### config.mk
export PLATFORM = sky130hd
export DESIGN_NAME = uart_tx_fsm_flat
export DESIGN_NICKNAME = d
export VERILOG_FILES = /design/src/rtl/uart_tx_fsm_pkg.sv /design/src/rtl/uart_tx_fsm_if.sv /design/src/rtl/uart_tx_mux.sv /design/src/rtl/uart_tx_fsm.sv /design/src/flat_wrapper.sv
export SDC_FILE = /design/constraint.sdc
export NUM_CORES = 1
export LEC_CHECK = 0
export CORE_AREA = 2 2 39 41
export CTS_BUF_LIST = sky130_fd_sc_hd__clkbuf_4 sky130_fd_sc_hd__clkbuf_8
export DETAILED_ROUTE_END_ITERATION = 12
export DIE_AREA = 0 0 41 43
export PLACE_DENSITY = 0.66
export SETUP_SLACK_MARGIN = 0.05
export SYNTH_ARGS = -nofsm -noshare
export SYNTH_HDL_FRONTEND = slang
export SYNTH_SLANG_ARGS = --single-unit
export TNS_END_PERCENT = 1
### constraint.sdc
create_clock -name CLK -period 1.4 [get_ports CLK]
set_input_delay 0.42 -clock CLK [delete_from_list [all_inputs] [get_ports CLK]]
set_output_delay 0.42 -clock CLK [all_outputs]
set_load 0.02 [all_outputs]
### src/rtl/uart_tx_fsm_pkg.sv
// Shared definitions for the UART transmit path: state codes, line-mux selects,
// payload width and the parity helper.
package uart_tx_fsm_pkg;

    // The Serializer bit counter is 3 bits wide, so the payload width cannot change.
    localparam int DATA_WIDTH = 8;

    typedef enum logic [2:0] {
        ST_IDLE   = 3'd0,
        ST_START  = 3'd1,
        ST_DATA   = 3'd2,
        ST_PARITY = 3'd3,
        ST_STOP   = 3'd4
    } tx_state_e;

    typedef enum logic [1:0] {
        SEL_START = 2'd0,
        SEL_STOP  = 2'd1,
        SEL_DATA  = 2'd2,
        SEL_PAR   = 2'd3
    } tx_sel_e;

    // Even parity is the XOR of the payload. Odd parity is the inverse of it.
    function automatic logic calc_parity(input logic [DATA_WIDTH-1:0] data,
                                         input logic                  odd);
        return (^data) ^ odd;
    endfunction

endpackage

### src/rtl/uart_tx_fsm_if.sv
// Byte-request and Serializer handshake bundle for the UART transmit controller.
interface uart_tx_fsm_if;
    import uart_tx_fsm_pkg::*;

    logic [DATA_WIDTH-1:0] P_DATA;
    logic                  Data_Valid;
    logic                  PAR_EN;
    logic                  PAR_TYP;
    logic                  ser_done;
    logic                  ser_data;
    logic                  ser_en;
    logic                  busy;
    logic                  TX_OUT;

    modport master (
        output P_DATA, Data_Valid, PAR_EN, PAR_TYP, ser_done, ser_data,
        input  ser_en, busy, TX_OUT
    );

    modport slave (
        input  P_DATA, Data_Valid, PAR_EN, PAR_TYP, ser_done, ser_data,
        output ser_en, busy, TX_OUT
    );

endinterface

### src/rtl/uart_tx_mux.sv
// Registered line driver: selects the start, stop, data or parity level for TX_OUT.
module uart_tx_mux
    import uart_tx_fsm_pkg::*;
(
    input  logic    CLK,
    input  logic    RST,
    input  tx_sel_e sel,
    input  logic    ser_data,
    input  logic    par_bit,
    output logic    tx_out
);

    // NOTE: state registers use non-blocking assignments under an async reset, so every
    // flop samples the values from before the edge, whatever order the blocks run in.
    always_ff @(posedge CLK or negedge RST) begin
        if (!RST) begin
            tx_out <= 1'b1;
        end else begin
            case (sel)
                SEL_START: tx_out <= 1'b0;
                SEL_STOP:  tx_out <= 1'b1;
                SEL_DATA:  tx_out <= ser_data;
                SEL_PAR:   tx_out <= par_bit;
                default:   tx_out <= 1'b1;
            endcase
        end
    end

endmodule

### src/rtl/uart_tx_fsm.sv
// UART transmit controller: frame sequencing, parity latch, busy flag and the
// Serializer enable. The line level comes from the registered uart_tx_mux.
module uart_tx_fsm
    import uart_tx_fsm_pkg::*;
(
    input  logic         CLK,
    input  logic         RST,
    uart_tx_fsm_if.slave bus
);

    tx_state_e state;
    tx_state_e next_state;
    tx_sel_e   sel;
    logic      busy_q;
    logic      par_en_q;
    logic      par_bit;
    logic      tx_out;

    // NOTE: every combinational output gets a default before the case, so no path
    // leaves it unassigned and no latch is inferred.
    always_comb begin
        next_state = state;
        case (state)
            ST_IDLE:   if (bus.Data_Valid) next_state = ST_START;
            ST_START:  next_state = ST_DATA;
            ST_DATA:   if (bus.ser_done) next_state = par_en_q ? ST_PARITY : ST_STOP;
            ST_PARITY: next_state = ST_STOP;
            ST_STOP:   next_state = ST_IDLE;
            default:   next_state = ST_IDLE;
        endcase
    end

    // Requests are taken only in IDLE, which is exactly the busy=0 window. Configuration
    // and parity are frozen at that edge, so changes during a frame have no effect.
    always_ff @(posedge CLK or negedge RST) begin
        if (!RST) begin
            state    <= ST_IDLE;
            busy_q   <= 1'b0;
            par_en_q <= 1'b0;
            par_bit  <= 1'b0;
        end else begin
            state  <= next_state;
            busy_q <= (next_state != ST_IDLE);
            if (state == ST_IDLE && bus.Data_Valid) begin
                par_en_q <= bus.PAR_EN;
                par_bit  <= calc_parity(bus.P_DATA, bus.PAR_TYP);
            end
        end
    end

    always_comb begin
        sel = SEL_STOP;
        case (state)
            ST_START:  sel = SEL_START;
            ST_DATA:   sel = SEL_DATA;
            ST_PARITY: sel = SEL_PAR;
            default:   sel = SEL_STOP;
        endcase
    end

    uart_tx_mux u_mux (
        .CLK      (CLK),
        .RST      (RST),
        .sel      (sel),
        .ser_data (bus.ser_data),
        .par_bit  (par_bit),
        .tx_out   (tx_out)
    );

    assign bus.ser_en = (state == ST_DATA);
    assign bus.busy   = busy_q;
    assign bus.TX_OUT = tx_out;

endmodule

### src/flat_wrapper.sv
// flat-port wrapper written by rule: the top's interface ports become plain ports
module uart_tx_fsm_flat import uart_tx_fsm_pkg::*;
  (CLK, RST, bus_P_DATA, bus_Data_Valid, bus_PAR_EN, bus_PAR_TYP, bus_ser_done, bus_ser_data, bus_ser_en, bus_busy, bus_TX_OUT);
  uart_tx_fsm_if bus_i ();
  input  logic CLK;
  input  logic RST;
  input wire logic [$bits(bus_i.P_DATA)-1:0] bus_P_DATA;
  input wire logic [$bits(bus_i.Data_Valid)-1:0] bus_Data_Valid;
  input wire logic [$bits(bus_i.PAR_EN)-1:0] bus_PAR_EN;
  input wire logic [$bits(bus_i.PAR_TYP)-1:0] bus_PAR_TYP;
  input wire logic [$bits(bus_i.ser_done)-1:0] bus_ser_done;
  input wire logic [$bits(bus_i.ser_data)-1:0] bus_ser_data;
  output wire logic [$bits(bus_i.ser_en)-1:0] bus_ser_en;
  output wire logic [$bits(bus_i.busy)-1:0] bus_busy;
  output wire logic [$bits(bus_i.TX_OUT)-1:0] bus_TX_OUT;
  assign bus_i.P_DATA = bus_P_DATA;
  assign bus_i.Data_Valid = bus_Data_Valid;
  assign bus_i.PAR_EN = bus_PAR_EN;
  assign bus_i.PAR_TYP = bus_PAR_TYP;
  assign bus_i.ser_done = bus_ser_done;
  assign bus_i.ser_data = bus_ser_data;
  assign bus_ser_en = bus_i.ser_en;
  assign bus_busy = bus_i.busy;
  assign bus_TX_OUT = bus_i.TX_OUT;
  uart_tx_fsm u_core (.CLK(CLK), .RST(RST), .bus(bus_i));
endmodule
### Word level (Yosys, flattened, before mapping)

Index checks and enable logic that the tools add are counted.

| storage, ports and cells | value |
|---|---|
| bits of input ports | 15 |
| register bits after elaboration | 7 |
| output and inout bits | 3 |

| operators by class | value |
|---|---|
| reduce and logical (&&, ||, !) cells | 5 |
| mux-type cells | 6 |
| equality and inequality tests | 6 |
| bitwise logic cells | 1 |

Operators by type and width:

| kind | count |
|---|---|
| $pmux 3 s4 | 1 |
| $mux 3 | 3 |
| $reduce_xor 8->1 | 1 |
| $eq 3x2->1 const B | 2 |
| $pmux 2 s3 | 1 |
| $eq 2x2->1 const B | 2 |
| $pmux 1 s4 | 1 |
| $eq 3x1->1 const B | 1 |
| $logic_not 3->1 | 1 |
| $reduce_bool 3->1 | 1 |
| $eq 2x1->1 const B | 1 |
| $logic_not 2->1 | 1 |
| $logic_and 1x1->1 | 1 |
| $xor 1x1->1 | 1 |

### Logic depth before layout (Yosys ltp)

Gate-level depths: netlist of run 1.

| logic depth | value |
|---|---|
| word-level depth | 4 |
| mapped depth | 4 |

### Modules after synthesis

Synthesis of run 1 repeated with hierarchy kept, for this count alone.

| unflattened totals | value |
|---|---|
| cell total of the unflattened synthesis | 34 |
| area, all modules | 377.9 um^2 |

By module, submodules not included:

| module | area each (um^2) | cells each | times used |
|---|---|---|---|
| uart_tx_fsm | 336.6 | 30 | 1 |
| uart_tx_mux | 41.3 | 4 | 1 |

### Worst setup path after synthesis of run 1

No wires, ideal clock.

| path | value |
|---|---|
| path kind | input-to-reg |
| start | in bus_P_DATA[2] |
| end | reg u_core.par_bit |
| data required time | 1.275 ns |
| stages on the path | 4 |
| setup slack | -0.051 ns |
| library setup time | 0.125 ns |
| buffers on the path | 0 |
| arrival time | 1.326 ns |
| cell sequence | xnor2_1 xnor3_1 xnor2_1 mux2_4 |

| between the ends | value |
|---|---|
| cells in the longest elaborated chain, start to end | 2 |

Ends and longest elaborated chain:

| element | RTL line | RTL |
|---|---|---|
| start, declared | flat_wrapper.sv:7 | `input wire logic [$bits(bus_i.P_DATA)-1:0] bus_P_DATA;` |
| $reduce_xor 8->1 | uart_tx_fsm_pkg.sv:26 | `return (^data) ^ odd;` |
| $xor 1x1->1 | uart_tx_fsm_pkg.sv:26 |  |
| end signal, assigned | uart_tx_fsm.sv:46 | `par_bit <= calc_parity(bus.P_DATA, bus.PAR_TYP);` |
| end, declared | uart_tx_fsm.sv:16 | `logic par_bit;` |

Every way passes these cells.
A chain may end at the register's enable or synchronous reset.

### Worst setup path in the final report of run 1

| path | value |
|---|---|
| start | in bus_P_DATA[0] |
| end | reg u_core.par_bit |

The elaborated chain is that of the path after synthesis.

==> results of run 1 <==
-- kinds of logic (layout without fill, tap and decap cells) --
family          after synthesis  after routing
simple gates                  8              8
xor+xnor                      7              7
flops                         7              7
compound gates                6              6
buf+inv                       3             30
mux                           2              2
-- power breakdown --
group / total, mW / internal, mW / switching, mW
logic: 0.618 / 0.352 / 0.266
registers: 0.367 / 0.307 / 0.0602
clock network: 0.210 / 0.129 / 0.0811
total: 1.19 / 0.787 / 0.407
-- registers in the layout, summed over array words and instances, names as in the netlist --
name,flops
u_core.state,3
u_core.u_mux.tx_out,1
u_core.par_bit,1
u_core.par_en_q,1
u_core.bus.busy,1
-- what timing repair did --
item                       CTS  global route
hold endpoints to repair     0             0
pin swaps                    3             3
gates resized for setup     21             6
setup endpoints to repair    4             5
-- stage by stage --
stage	instance area, µm²	setup WS (ns)	hold WS [ns]	util
2_1_floorplan	395	-0.0361	0.124	-
3_5_place_dp	631	-0.561	0.515	0.456
4_1_cts	666	-0.0826	0.435	0.481
6_report	681	-0.0230	0.423	0.492
5_1_grt	681	-0.0562	0.445	0.492
3_3_place_gp	631	-0.548	0.512	0.456
-- path summary, 6_finish.rpt --
path,startpoint,to,slack [ns],depth (start not counted)
worst max-delay path,bus_P_DATA[0],u_core.par_bit,-0.02,5
min in group CLK,u_core.par_bit,u_core.par_bit,0.53,1
worst min register to register,u_core.par_bit,u_core.par_bit,0.53,1
max in group asynchronous,RST,u_core.u_mux.tx_out,0.69,1
worst max register to register,u_core.state[0],u_core.par_bit,0.07,3
worst min-delay path,RST,u_core.par_bit,0.42,1
-- cell usage after synthesis, types with 2 or more instances --
library cell | count | area (µm²)
inv_1 | 3 | 11.3
nor2_1 | 4 | 15.0
dfrtp_1 | 6 | 150
xnor2_1 | 3 | 26.3
a21oi_1 | 2 | 10.0
xnor2_2 | 2 | 32.5
o21ai_1 | 2 | 10.0
-- worst max-delay path: cells and delay by family --
family	cells	cell delay, ns
buffers and inverters	1	0.44
xor gates and xnor gates	3	0.45
muxes	1	0.25
-- layer usage --
layer  up-vias  GRT usage
met5         -          0
li1        164          -
met1       152      0.133
met3         2     0.0471
met4         0     0.0800
met2        11      0.163
-- layout make-up --
type | instances | area share
sequential | 7 | 0.259
timing repair buffer | 23 | 0.300
multi-input combinational | 23 | 0.351
tap | 16 | 0.0294
inverter | 3 | 0.0165
clock buffer | 4 | 0.0441
-- cell usage in the layout, fill, tap and decap left out, types with 2 or more instances in the layout --
master	instances
xnor2_1	2
o21ai_1	2
clkdlybuf4s50_1	8
dlygate4sd2_1	4
inv_1	3
clkdlybuf4s15_1	2
a21oi_1	2
nor2_1	3
buf_4	7
dfrtp_1	6
clkbuf_4	4
xnor2_2	3
==> impl_metrics.py, run 1 <==
metrics = {
    "synthesis": {
        "synthCells": 33,
        "muxShareOfSynthArea": 0.0677,
        "synth_edf_count": 0,
        "syn_area_per_cell_um2": 11.8,
        "ys_types": 18,
        "yosys.area_share.xor_xnor": 0.232,
        "syn_nets": 48,
        "synth-seq-cells": 7,
        "yosys_most_used_dff": "dfrtp_1",
        "ys_async_sr_fraction": 1.00,
        "synth_compound_area_frac": 0.100,
        "ys_seq_area_frac": 0.455,
        "netlist_area_um2": 388,
        "synth_top_family_by_area": "XOR/XNOR gates",
        "yosys.area_share.simple": 0.116,
        "ys_warn_count": 0,
        "synthAdderAreaFrac": 0,
    },
    "pwr": {
        "power.density_nw_per_um2": 1750,
        "leakage_nw": 0.317,
        "ir_drop_mv": 0.846,
        "total_power_mw": 1.19,
    },
    "clocking": {
        "htreeDepth": 1,
        "postCtsSetupBuffers": 0,
        "clockBufferDepth": 2,
        "cts_tree": "done",
        "clk-insertion-delay-late_ns": 0.26,
        "cts_hold_buf": 0,
        "cts_buffers": 3,
        "cts.sinks": 7,
        "clk_pin_slew_ns": 0.05,
        "cts-root-buf": "clkbuf_4",
    },
    "setup_path": {
        "criticalPathCategory": "input pin to register",
        "slowest_delay_ns": 0.44,
        "crit_path_top_delay_cell": "clkdlybuf4s50_1",
        "required_ns": 1.54,
        "startpoint_type": "input pin",
        "path_cells": "clkdlybuf4s50_1 -> xor2_2 -> xnor2_2 -> xnor2_1 -> mux2_4",
        "worstPathMaxFanout": 1,
        "end_kind": "register",
        "cp_data_arrival_time_ns": 1.57,
    },
    "floorplan": {
        "fp.dieArea_um2": 1760,
        "fp-row-count": 14,
        "die_w_um": 41,
        "io_pins": 18,
        "core_area_um2": 1380,
        "die_height_um": 43,
        "start_util": 0.280,
    },
    "cells_and_area": {
        "multiInputGateArea_um2": 239,
        "fin_cells": 76,
        "regArea_um2": 176,
        "n_antenna_cell": 0,
        "area_delta_synth_final_pct": 75.5,
        "layout-drive-gt1-share": 0.383,
        "nFillCells": 140,
        "nets": 76,
    },
    "drt": {
        "wl_met2_um": 356,
        "top_layer": "met4",
        "wl_met1_um": 327,
        "vias": 329,
        "drt_iter0_markers": 3,
        "wl_per_cell_um": 10.1,
        "first_pass_iters": 4,
        "drcViolationCount": 0,
        "post_drt_via_cell_ratio": 4.33,
        "ant_nets": 0,
        "drt-total-wl_um": 766,
        "wl_met3_um": 63,
    },
    "hold_path": {
        "hold_class": "input pin to asynchronous set/reset pin",
    },
    "global_routing": {
        "grt_pass1_wl_um": 1280,
        "grt_pass1_vias": 352,
        "grt_antenna_before_repair": 0,
        "track_usage": 0.115,
        "grt_max_degree": 8,
        "overflow": 0,
    },
    "place": {
        "dp_hpwl_um": 593,
        "gp_congestion": 0.691,
        "io_buffers": 17,
        "place_inst": 72,
    },
    "sta": {
        "finalCriticalPeriod_ns": 1.42,
        "rsz0062_at_grt": "yes",
        "relSlewSlack": 0.784,
        "finClkSkew_ns": 0.00137,
        "final.setup.tns_ns": -0.0393,
        "drv_slew": 0,
        "fmax_mhz": 703,
        "tightest_slew_ns": 0.323,
        "final_hold_viol_count": 0,
        "period_share": 1.02,
        "setup_viol": 2,
        "setup_ws_ns": -0.0230,
    },
    "run_status": {
        "violations": "negative setup slack",
        "status": "finished, violations left",
    },
    "job": {
        "drv_cap": 0,
    },
}
Note: power is estimated with default switching activity, not from simulation.
==> run 2: changes to the inputs <==
--- a/config.mk
+++ b/config.mk
@@ -7,6 +7,7 @@
 export LEC_CHECK = 0
 export CORE_AREA = 2 2 39 41
 export CTS_BUF_LIST = sky130_fd_sc_hd__clkbuf_4 sky130_fd_sc_hd__clkbuf_8
+export CTS_CLUSTER_DIAMETER = 50
 export DETAILED_ROUTE_END_ITERATION = 12
 export DIE_AREA = 0 0 41 43
 export PLACE_DENSITY = 0.66
==> results of run 2 <==
No change in the layout: final DEF, timing and power equal those of run 1.
==> run 3: changes to the inputs <==
--- a/config.mk
+++ b/config.mk
@@ -11,7 +11,7 @@
 export DETAILED_ROUTE_END_ITERATION = 12
 export DIE_AREA = 0 0 41 43
 export PLACE_DENSITY = 0.66
-export SETUP_SLACK_MARGIN = 0.05
+export SETUP_SLACK_MARGIN = 0.4
 export SYNTH_ARGS = -nofsm -noshare
 export SYNTH_HDL_FRONTEND = slang
 export SYNTH_SLANG_ARGS = --single-unit
==> impl_metrics.py, run 3 (same netlist as run 1, synthesis figures left out) <==
metrics = {
    "run_status": {
        "status": "finished, violations left",
        "violations": "negative setup slack",
    },
    "floorplan": {
        "core_area_um2": 1380,
        "start_util": 0.280,
        "fp-row-count": 14,
        "die_height_um": 43,
        "io_pins": 18,
        "die_w_um": 41,
        "fp.dieArea_um2": 1760,
    },
    "sta": {
        "setup_ws_ns": -0.0177,
        "finalCriticalPeriod_ns": 1.42,
        "drv_slew": 0,
        "relSlewSlack": 0.782,
        "fmax_mhz": 705,
        "tightest_slew_ns": 0.326,
        "setup_viol": 1,
        "period_share": 1.01,
        "final_hold_viol_count": 0,
        "finClkSkew_ns": 0.00152,
        "rsz0062_at_grt": "yes",
        "final.setup.tns_ns": -0.0177,
    },
    "cells_and_area": {
        "final_common_cell": "buf_4",
        "n_antenna_cell": 0,
        "nets": 77,
        "fin_area_um2": 684,
        "largest_reg_flops": 3,
        "top_register": "u_core.state",
        "area_delta_synth_final_pct": 76.5,
        "nFillCells": 132,
        "layout-drive-gt1-share": 0.443,
        "final_cell_mix": "7 x buf_4, 6 x dfrtp_1, 5 x dlygate4sd2_1",
    },
    "pwr": {
        "swShare": 0.336,
        "total_power_mw": 1.24,
        "leakage_nw": 0.336,
        "p_sw_uw": 415,
        "p_clk_frac": 0.169,
        "power.density_nw_per_um2": 1810,
        "p_comb_frac": 0.529,
        "ir_drop_mv": 0.870,
        "internal_power_uw": 821,
        "seqPwrFrac": 0.301,
    },
    "setup_path": {
        "required_ns": 0.98,
        "startpoint": "u_core.state[2]",
        "rrSetupSlack_ns": 0.10,
        "worstPathMaxFanout": 2,
        "startpoint_type": "register",
        "r2r-start": "u_core.state[1]",
        "cp_data_arrival_time_ns": 1.00,
        "end_kind": "output port",
        "criticalPathCategory": "register to output port",
    },
    "drt": {
        "drt_iter0_markers": 3,
        "first_pass_iters": 2,
        "vias": 331,
        "post_drt_via_cell_ratio": 4.30,
        "wl_per_cell_um": 9.95,
        "ant_nets": 0,
        "drt-total-wl_um": 766,
        "drcViolationCount": 0,
    },
    "place": {
        "gp_congestion": 0.691,
        "placed_area_um2": 631,
        "pre_cts_ws_ns": -0.561,
        "dp_hpwl_um": 593,
        "io_buffers": 17,
    },
    "hold_path": {
        "hold_class": "input pin to asynchronous set/reset pin",
    },
    "clocking": {
        "clk_pin_slew_ns": 0.05,
        "cts-root-buf": "clkbuf_4",
        "cts.sinks": 7,
        "clk-insertion-delay-late_ns": 0.26,
        "htreeDepth": 1,
        "cts_hold_buf": 0,
        "cts_buffers": 3,
        "cts_tree": "done",
        "clockBufferDepth": 2,
    },
    "global_routing": {
        "overflow": 0,
        "grt_max_degree": 8,
        "track_usage": 0.119,
        "grt_pass1_vias": 354,
        "grt_pass1_wl_um": 1320,
        "grt_antenna_before_repair": 0,
    },
    "job": {
        "drv_cap": 0,
    },
}
[run 3: cell types whose count changed in the layout (fill, tap and decap cells not counted)]
| cell | before | now |
|---|---|---|
| dlymetal6s2s_1 | 0 | 1 |
| buf_2 | 0 | 1 |
| clkbuf_2 | 1 | 2 |
| dlygate4sd2_1 | 4 | 5 |
| clkdlybuf4s50_1 | 8 | 3 |
| buf_6 | 1 | 3 |
[run 3: what timing repair did]
action / in CTS / in global routing
setup endpoints to repair: 9 / 7
gates resized for setup: 37 / 5
setup buffers: 0 / 1
pin swaps: 8 / 5
[run 3: final timing paths]
| kind | endpoint | cells after the start |
|---|---|---|
| min in group CLK | u_core.par_bit | 1 |
| worst min register to register | u_core.par_bit | 1 |
| worst max register to register | u_core.par_bit | 3 |
| max in group asynchronous | u_core.u_mux.tx_out | 1 |
| worst max-delay path | bus_ser_en | 3 |
| worst min-delay path | u_core.par_bit | 1 |
[run 3: metrics by stage]
step / utilization / hold slack, ns / instances
final: 0.495 / 0.424 / 77
after global routing: 0.495 / 0.445 / 77
after CTS: 0.493 / 0.435 / 76
after detailed placement: 0.456 / 0.515 / 72
after global placement: 0.456 / 0.512 / 72
after floorplan: - / 0.124 / 33
[run 3: power groups by stage]
stage	combinational (mW)	sequential [mW]	clock [mW]
floorplan	0.257	0.418	0
global placement	0.580	0.350	0
detailed placement	0.586	0.357	0
CTS	0.646	0.374	0.218
global route	0.711	0.379	0.232
finish	0.654	0.372	0.209
[run 3: final cells by class]
type	count	area, µm²	share of cell area
flip-flops and latches	7	176	0.258
inverters	3	11.3	0.0165
multi-input cells	23	239	0.349
repair buffers	24	208	0.303
clock buffers	4	30.0	0.0439
well taps	16	20.0	0.0293
[run 3: per-layer routing]
metal / routed length (µm) / part of all wire / vias to the layer above / GRT usage
met2: 364 / 0.48 / 11 / 0.175
li1: - / - / 165 / -
met1: 321 / 0.42 / 153 / 0.133
met4: 19 / 0.025 / 0 / 0.0800
met3: 61 / 0.080 / 2 / 0.0471
met5: 0 / 0 / - / 0
[run 3: worst max-delay path: stages, from the launching register on]
cell and delay (ns):
dfrtp_1 0.37, nand2b_4 0.15, nor2_4 0.10, buf_6 0.12
